[src/rtl/hangman_datapath.sv]
// Datapath for a five-letter hangman game: word ROM, guessed-letter register,
// per-position match, revealed mask, tries counter, word pointer and result flags.
module hangman_datapath (
    input  logic       clk,
    input  logic       rst_n,
    input  logic [4:0] char_in,
    input  logic       en_input_char,
    input  logic       en_word_index,
    input  logic       s_guessed_letters,
    input  logic       en_guessed_letters,
    input  logic       s_tries,
    input  logic       en_tries,
    input  logic       s_win,
    input  logic       en_win,
    input  logic       s_lose,
    input  logic       en_lose,
    output logic [4:0] input_char_eq_word,
    output logic       guessed_letters_is_done,
    output logic [4:0] guessed_mask,
    output logic [2:0] tries_left,
    output logic       tries_zero,
    output logic [2:0] word_index,
    output logic       win,
    output logic       lose
);

    localparam int unsigned CHAR_W     = 5;
    localparam int unsigned WORD_LEN   = 5;
    localparam int unsigned WORD_W     = CHAR_W * WORD_LEN;
    localparam int unsigned TRIES_W    = 3;
    localparam int unsigned IDX_W      = 3;
    localparam int unsigned NUM_LETTER = 26;

    localparam logic [CHAR_W-1:0]  CHAR_IDLE  = 5'h1F;
    localparam logic [TRIES_W-1:0] TRIES_INIT = 3'd6;

    localparam logic [CHAR_W-1:0] L_A = 5'd0;
    localparam logic [CHAR_W-1:0] L_C = 5'd2;
    localparam logic [CHAR_W-1:0] L_D = 5'd3;
    localparam logic [CHAR_W-1:0] L_E = 5'd4;
    localparam logic [CHAR_W-1:0] L_F = 5'd5;
    localparam logic [CHAR_W-1:0] L_G = 5'd6;
    localparam logic [CHAR_W-1:0] L_H = 5'd7;
    localparam logic [CHAR_W-1:0] L_I = 5'd8;
    localparam logic [CHAR_W-1:0] L_K = 5'd10;
    localparam logic [CHAR_W-1:0] L_L = 5'd11;
    localparam logic [CHAR_W-1:0] L_O = 5'd14;
    localparam logic [CHAR_W-1:0] L_P = 5'd15;
    localparam logic [CHAR_W-1:0] L_R = 5'd17;
    localparam logic [CHAR_W-1:0] L_S = 5'd18;
    localparam logic [CHAR_W-1:0] L_T = 5'd19;
    localparam logic [CHAR_W-1:0] L_W = 5'd22;

    // Words are packed last letter in the MSBs so letter i sits at [i*5 +: 5]
    localparam logic [WORD_W-1:0] W_CHIPS = {L_S, L_P, L_I, L_H, L_C};
    localparam logic [WORD_W-1:0] W_LOGIC = {L_C, L_I, L_G, L_O, L_L};
    localparam logic [WORD_W-1:0] W_GATES = {L_S, L_E, L_T, L_A, L_G};
    localparam logic [WORD_W-1:0] W_ADDER = {L_R, L_E, L_D, L_D, L_A};
    localparam logic [WORD_W-1:0] W_FLOPS = {L_S, L_P, L_O, L_L, L_F};
    localparam logic [WORD_W-1:0] W_CLOCK = {L_K, L_C, L_O, L_L, L_C};
    localparam logic [WORD_W-1:0] W_WIRES = {L_S, L_E, L_R, L_I, L_W};
    localparam logic [WORD_W-1:0] W_RESET = {L_T, L_E, L_S, L_E, L_R};

    logic [CHAR_W-1:0]   input_char_q;
    logic [WORD_W-1:0]   cur_word;
    logic [WORD_LEN-1:0] match;
    logic                char_valid;

    // Word ROM
    always_comb begin
        cur_word = W_CHIPS;
        case (word_index)
            3'd0:    cur_word = W_CHIPS;
            3'd1:    cur_word = W_LOGIC;
            3'd2:    cur_word = W_GATES;
            3'd3:    cur_word = W_ADDER;
            3'd4:    cur_word = W_FLOPS;
            3'd5:    cur_word = W_CLOCK;
            3'd6:    cur_word = W_WIRES;
            3'd7:    cur_word = W_RESET;
            default: cur_word = W_CHIPS;
        endcase
    end

    // Per-position compare; the idle/invalid codes never match
    always_comb begin
        match      = '0;
        char_valid = (input_char_q < CHAR_W'(NUM_LETTER));
        for (int i = 0; i < int'(WORD_LEN); i++) begin
            match[i] = char_valid && (cur_word[i*CHAR_W +: CHAR_W] == input_char_q);
        end
    end

    assign input_char_eq_word      = match;
    assign guessed_letters_is_done = (guessed_mask == {WORD_LEN{1'b1}});
    assign tries_zero              = (tries_left == '0);

    // All registers update independently from pre-edge values
    always_ff @(posedge clk) begin
        if (!rst_n) begin
            input_char_q <= CHAR_IDLE;
            guessed_mask <= '0;
            tries_left   <= TRIES_INIT;
            word_index   <= '0;
            win          <= 1'b0;
            lose         <= 1'b0;
        end else begin
            if (en_input_char) begin
                input_char_q <= char_in;
            end
            if (en_guessed_letters) begin
                guessed_mask <= s_guessed_letters ? (guessed_mask | match) : '0;
            end
            if (en_tries) begin
                if (s_tries) begin
                    tries_left <= TRIES_INIT;
                end else if (tries_left != '0) begin
                    tries_left <= tries_left - TRIES_W'(1);
                end
            end
            if (en_word_index) begin
                word_index <= word_index + IDX_W'(1);
            end
            if (en_win) begin
                win <= s_win;
            end
            if (en_lose) begin
                lose <= s_lose;
            end
        end
    end

endmodule

[config.mk]
export PLATFORM = sky130hd
export DESIGN_NAME = hangman_datapath
export DESIGN_NICKNAME = d
export VERILOG_FILES = /design/src/rtl/hangman_datapath.sv
export SDC_FILE = /design/constraint.sdc
export NUM_CORES = 1
export LEC_CHECK = 0
export CORE_ASPECT_RATIO = 1.1
export CORE_MARGIN = 2
export CORE_UTILIZATION = 48
export CTS_BUF_LIST = sky130_fd_sc_hd__clkbuf_4 sky130_fd_sc_hd__clkbuf_8
export DETAILED_ROUTE_END_ITERATION = 12
export GPL_TIMING_DRIVEN = 1
export PLACE_DENSITY = 0.77
export SYNTH_ARGS = -nofsm -noshare
export SYNTH_HDL_FRONTEND = slang
export SYNTH_SLANG_ARGS = --single-unit
[constraint.sdc]
create_clock -name clk -period 2.2 [get_ports clk]
set_clock_uncertainty 0.1 [all_clocks]
set_input_delay 0.44 -clock clk [delete_from_list [all_inputs] [get_ports clk]]
set_output_delay 0.44 -clock clk [all_outputs]
set_load 0.05 [all_outputs]
# [Word-level counts from Yosys, hierarchy flattened]
# Memory sizes are Yosys's and may differ from the RTL's. A register that Yosys moved wholly into a read port is not among the register bits.
# Index checks and enable logic that the tools add are counted.
[totals] word_cells=31 regBits=18 mem_bits_ro=176 memories=1 latchBits=0 output_inout_bits=20 input_bits=17 ram_bits=0
[op_classes] n_mux=5 shift=0 bitwise=1 n_eq_ne=6 n_reduce_logical=9 n_div=0 mul=0 n_lt_le_gt_ge=1 n_addsub=2
[memory_table] name="(name not given)" depth=8 word_bits=22 rd=1 rd_clocked_by_memory_dff=1 wr=0 line="72" rtl="case (word_index)"
[op_table] cell="$eq 5x5->1" count=5
[op_table] cell="$mux 3" count=4
[op_table] cell="$eq 5x5->1 const B" count=1
[op_table] cell="$logic_and 1x1->1" count=5
[op_table] cell="$lt 5x5->1 const B" count=1
[op_table] cell="$mux 5" count=1
[op_table] cell="$or 5x5->5" count=1
[op_table] cell="$add 3x1->3 const B" count=1
[op_table] cell="$logic_not 3->1" count=1
[op_table] cell="$reduce_bool 3->1" count=1
[op_table] cell="$sub 3x1->3 const B" count=1
[op_table] cell="$reduce_and 2->1" count=1
[op_table] cell="$reduce_bool 2->1" count=1

# [Depth between registers and ports, before layout]
[logic_depth] depth_word=4 depth_mapped=7 mapped_depth_nobuf=7

# [Least setup slack after synthesis]
# No wires, ideal clock.
[synth_path] kind="reg2out" startpoint="reg input_char_q[1]" endpoint="out input_char_eq_word[1]" path_slack_ns=-0.111 required_time_ns=1.660 arrival_ns=1.771 path_stages_with_launch=5 path_buffers=1 path_cell_list="dfxtp_1 buf_2 xnor2_1 nand3_1 nor3_1"
[synth_between] elab_chain_len=2 word_cells_on_any_way=3 classes_between="1 x order compare; 1 x eq/ne; 1 x reduce/logical"
[synth_lines] element="start: declaration" line="64" rtl="logic [CHAR_W-1:0] input_char_q;"
[synth_lines] element="start signal: assignment" line="109" rtl="input_char_q <= char_in;"
[synth_lines] element="$lt 5x5->1 / $eq 5x5->1 (equally long branches)" line="88, 90"
[synth_lines] element="$logic_and 1x1->1 *" line="90" rtl="match[i] = char_valid && (cur_word[i*CHAR_W +: CHAR_W] == input_char_q);"
[synth_lines] element="end: declaration" line="17" rtl="output logic [4:0] input_char_eq_word,"
# Mark *: on every way between the ends. The rest lies on a longest branch, timed or not.

# [Final worst setup path]
[layout_path] startpoint="reg input_char_q[0]" endpoint="out input_char_eq_word[4]"
# The elaborated chain is that of the path after synthesis.

==> flow_metrics.tcl <==
set metrics [dict create \
    synth-adder-area-share_pct 5.13 \
    async_reset_ff_share_pct 0 \
    final_cells 273 \
    fin_crit_sh_pct 96.8 \
    finalHoldViolCount 0 \
    antenna_left 0 \
    overflow 0 \
    gp_congestion 0.792 \
    drc 0 \
    setup_viol 0 \
    rr_startpoint "word_index[0]" \
    n_antenna_cell 0 \
    ys_warn_count 0 \
    synth_top_flop_cell "dfxtp_1" \
    hold_ws_ns 0.399 \
    yosys.area.top_type "dfxtp_1" \
    dp.cells 264 \
    crit_chain "xor2_1, or3_4, nor2_2, buf_12" \
    yosysUniqueCellTypes 42 \
    die_w_um 60.9 \
    synth_edf_count 0 \
    total_power_uw 1560 \
    synth.top_cell.area_share_pct 44.6 \
    die_y_um 66.5 \
    numCtsBuffers 5 \
    detailed_place_hpwl_um 2760 \
    synth_area_leaders "dfxtp_1 (45%), ha_1 (5.1%), xor2_1 (5.1%)" \
    boundaryPins 37 \
    firstDrtPassIters 2 \
    synthesis.nets 200 \
    clockBufferDepth 2 \
    irDropWorstVdd_mv 0.464 \
    seq_area_frac_synth_pct 44.6 \
    ys_seq_elements 38 \
    hold_path_class "reg -> reg" \
    synth_top_family_by_area "simple AND/OR/NAND/NOR gates" \
    clock_sinks 38 \
    crit_path_end_kind "output port" \
    cts_max_level 2 \
    cp_slowest_stage_delay_ns 0.39 \
    grt_max_degree 13 \
    start_util_pct 50.8 \
    hp-start "guessed_mask[4]" \
    clkTransAtPathRegs_ns 0.11 \
    first_global_vias 1445 \
    netlist_instances 176 \
    worst_pin_slew_ns 0.543 \
    grt_pass1_wl_um 6240 \
    viasPerCell 4.90 \
    area_growth_pct 37.6 \
    rows 22 \
    worstPathRequired_ns 1.66 \
    path_class "reg -> out" \
    status "completed" \
    cts_tree "done" \
    synth_area_sq_um 1710 \
    coreArea_sq_um 3360 \
    synthSimpleGateAreaFrac_pct 17.0 \
    synth_xor_area_share_pct 10.7 \
    fin_crit_ns 2.13 \
    setup_ws_ns 0.0714 \
    dr_total_vias 1339 \
    nNetsFinal 248 \
    critical-path-slowest-cell "dfxtp_4" \
    totalWireLength_um 3560 \
    insertion_delay_ns 0.34 \
    dieArea_sq_um 4050 \
    track_usage_pct 20.8 \
    root_buffer "clkbuf_4" \
    start_kind "register" \
    portBuffers 36 \
    antenna_found_initial 0 \
    max_freq_mhz 470 \
    slew_headroom_pct 63.7 \
    pre_cts_slack_ns -0.0421 \
    critPathArrivalTime_ns 1.59 \
    cp_max_fo 6 \
    synthMuxAreaShare_pct 6.09 \
    p_leak_uw 0.00101 \
    initialDrtViolationCount 34 \
    cp-startpoint "input_char_q[0]" \
    drv_slew 0 \
    powerDensity_nw_per_um2 666 \
    wl_per_cell_um 13.1 \
    synth_compound_area_share_pct 10.3 \
    setup_tns_ns 0 \
    synth_area_per_cell_sq_um 9.70 \
    cap_violations 0 \
    drive_above_1_share_pct 22.7 \
]
logic make-up (layout without fill, tap and decap cells):
family | Yosys count | after routing
flops | 38 | 38
mux | 10 | 10
fa+ha+maj | 7 | 7
compound gates | 27 | 27
simple gates | 54 | 54
xor+xnor | 20 | 20
buf+inv | 20 | 69
path summary, 6_finish.rpt:
check | end | slack [ns] | depth (start not counted)
setup reg to reg | cur_word[2] | 0.40 | 6
hold reg to reg | guessed_mask[4] | 0.40 | 2
setup / recovery | input_char_eq_word[4] | 0.07 | 4
hold / removal | guessed_mask[4] | 0.40 | 2
per-layer routing:
metal / routed length, um / GRT usage, %
met1: 1420 / 20.7
met2: 1920 / 38.7
met3: 142 / 5.83
met4: 82 / 9.24
met5: 0 / 0
registers in the layout, summed over array words and instances (netlist names):
name	flops
lose	1
input_char_q	5
word_index	3
win	1
cur_word	20
tries_left	3
guessed_mask	5
cells in the mapped netlist (2+ instances only):
cell type / n
a21oi_1: 10
xnor2_1: 9
mux2_2: 2
nor4_2: 2
a22o_1: 4
xor2_1: 10
dfxtp_1: 38
and2_1: 3
nand3_1: 4
a21boi_1: 2
buf_4: 2
inv_1: 7
buf_6: 3
inv_2: 3
nand2_1: 19
nor2b_1: 2
mux2i_1: 7
clkbuf_1: 4
o21ai_0: 4
o21a_1: 2
ha_1: 7
nor2_1: 9
nor3_1: 4
layout by cell type, fill, tap and decap left out, types with 2 or more instances in the layout:
cell type	n
o21a_1	2
xor2_1	10
inv_1	7
buf_12	5
nand2_1	19
nor2_2	2
mux2_2	2
a22o_1	4
mux2i_1	7
dfxtp_1	33
clkdlybuf4s50_1	29
a21boi_1	2
and2_1	3
a21oi_1	10
o21ai_1	2
nor3_1	2
nor2_1	8
ha_1	7
clkinv_2	2
xnor2_1	9
dfxtp_4	4
nand3_1	4
nor2b_1	2
o21ai_0	2
o21ai_2	2
buf_4	16
nor3_4	2
clkbuf_4	5
inv_2	3
metrics by stage:
step	utilization [%]	area, sq um
3_5_place_dp	66.1	2220
3_3_place_gp	66.1	2220
2_1_floorplan	-	1720
5_1_grt	69.9	2350
4_1_cts	68.8	2310
6_report	69.9	2350
power breakdown:
group          total [uW]  internal [uW]  switching [uW]
sequential            780            738            42.3
combinational         316            154             162
clock                 467            235             232
total                1560           1130             436
cell type report:
| type | count | area (sq um) |
|---|---|---|
| multi-input combinational | 118 | 877 |
| clock inverter | 3 | 40.0 |
| inverter | 10 | 37.5 |
| fill | 277 | 1010 |
| timing repair buffer | 51 | 519 |
| clock buffer | 5 | 37.5 |
| tap | 48 | 60.1 |
| sequential | 38 | 777 |
repair_timing:
action | CTS | global route
pin swaps | 1 | 2
buffers inserted | 1 | 0
endpoints found under the setup margin | 6 | 5
gates resized for setup | 6 | 11
hold buffers | 0 | 0
critical path, delay by kind of cell, from the launching register on:
family	cells	cell delay [ns]
XOR/XNOR	1	0.17
buffers and inverters	1	0.15
flip-flops	1	0.39
AND/OR/NAND/NOR	2	0.54
Note: power is estimated with default switching activity, not from simulation.
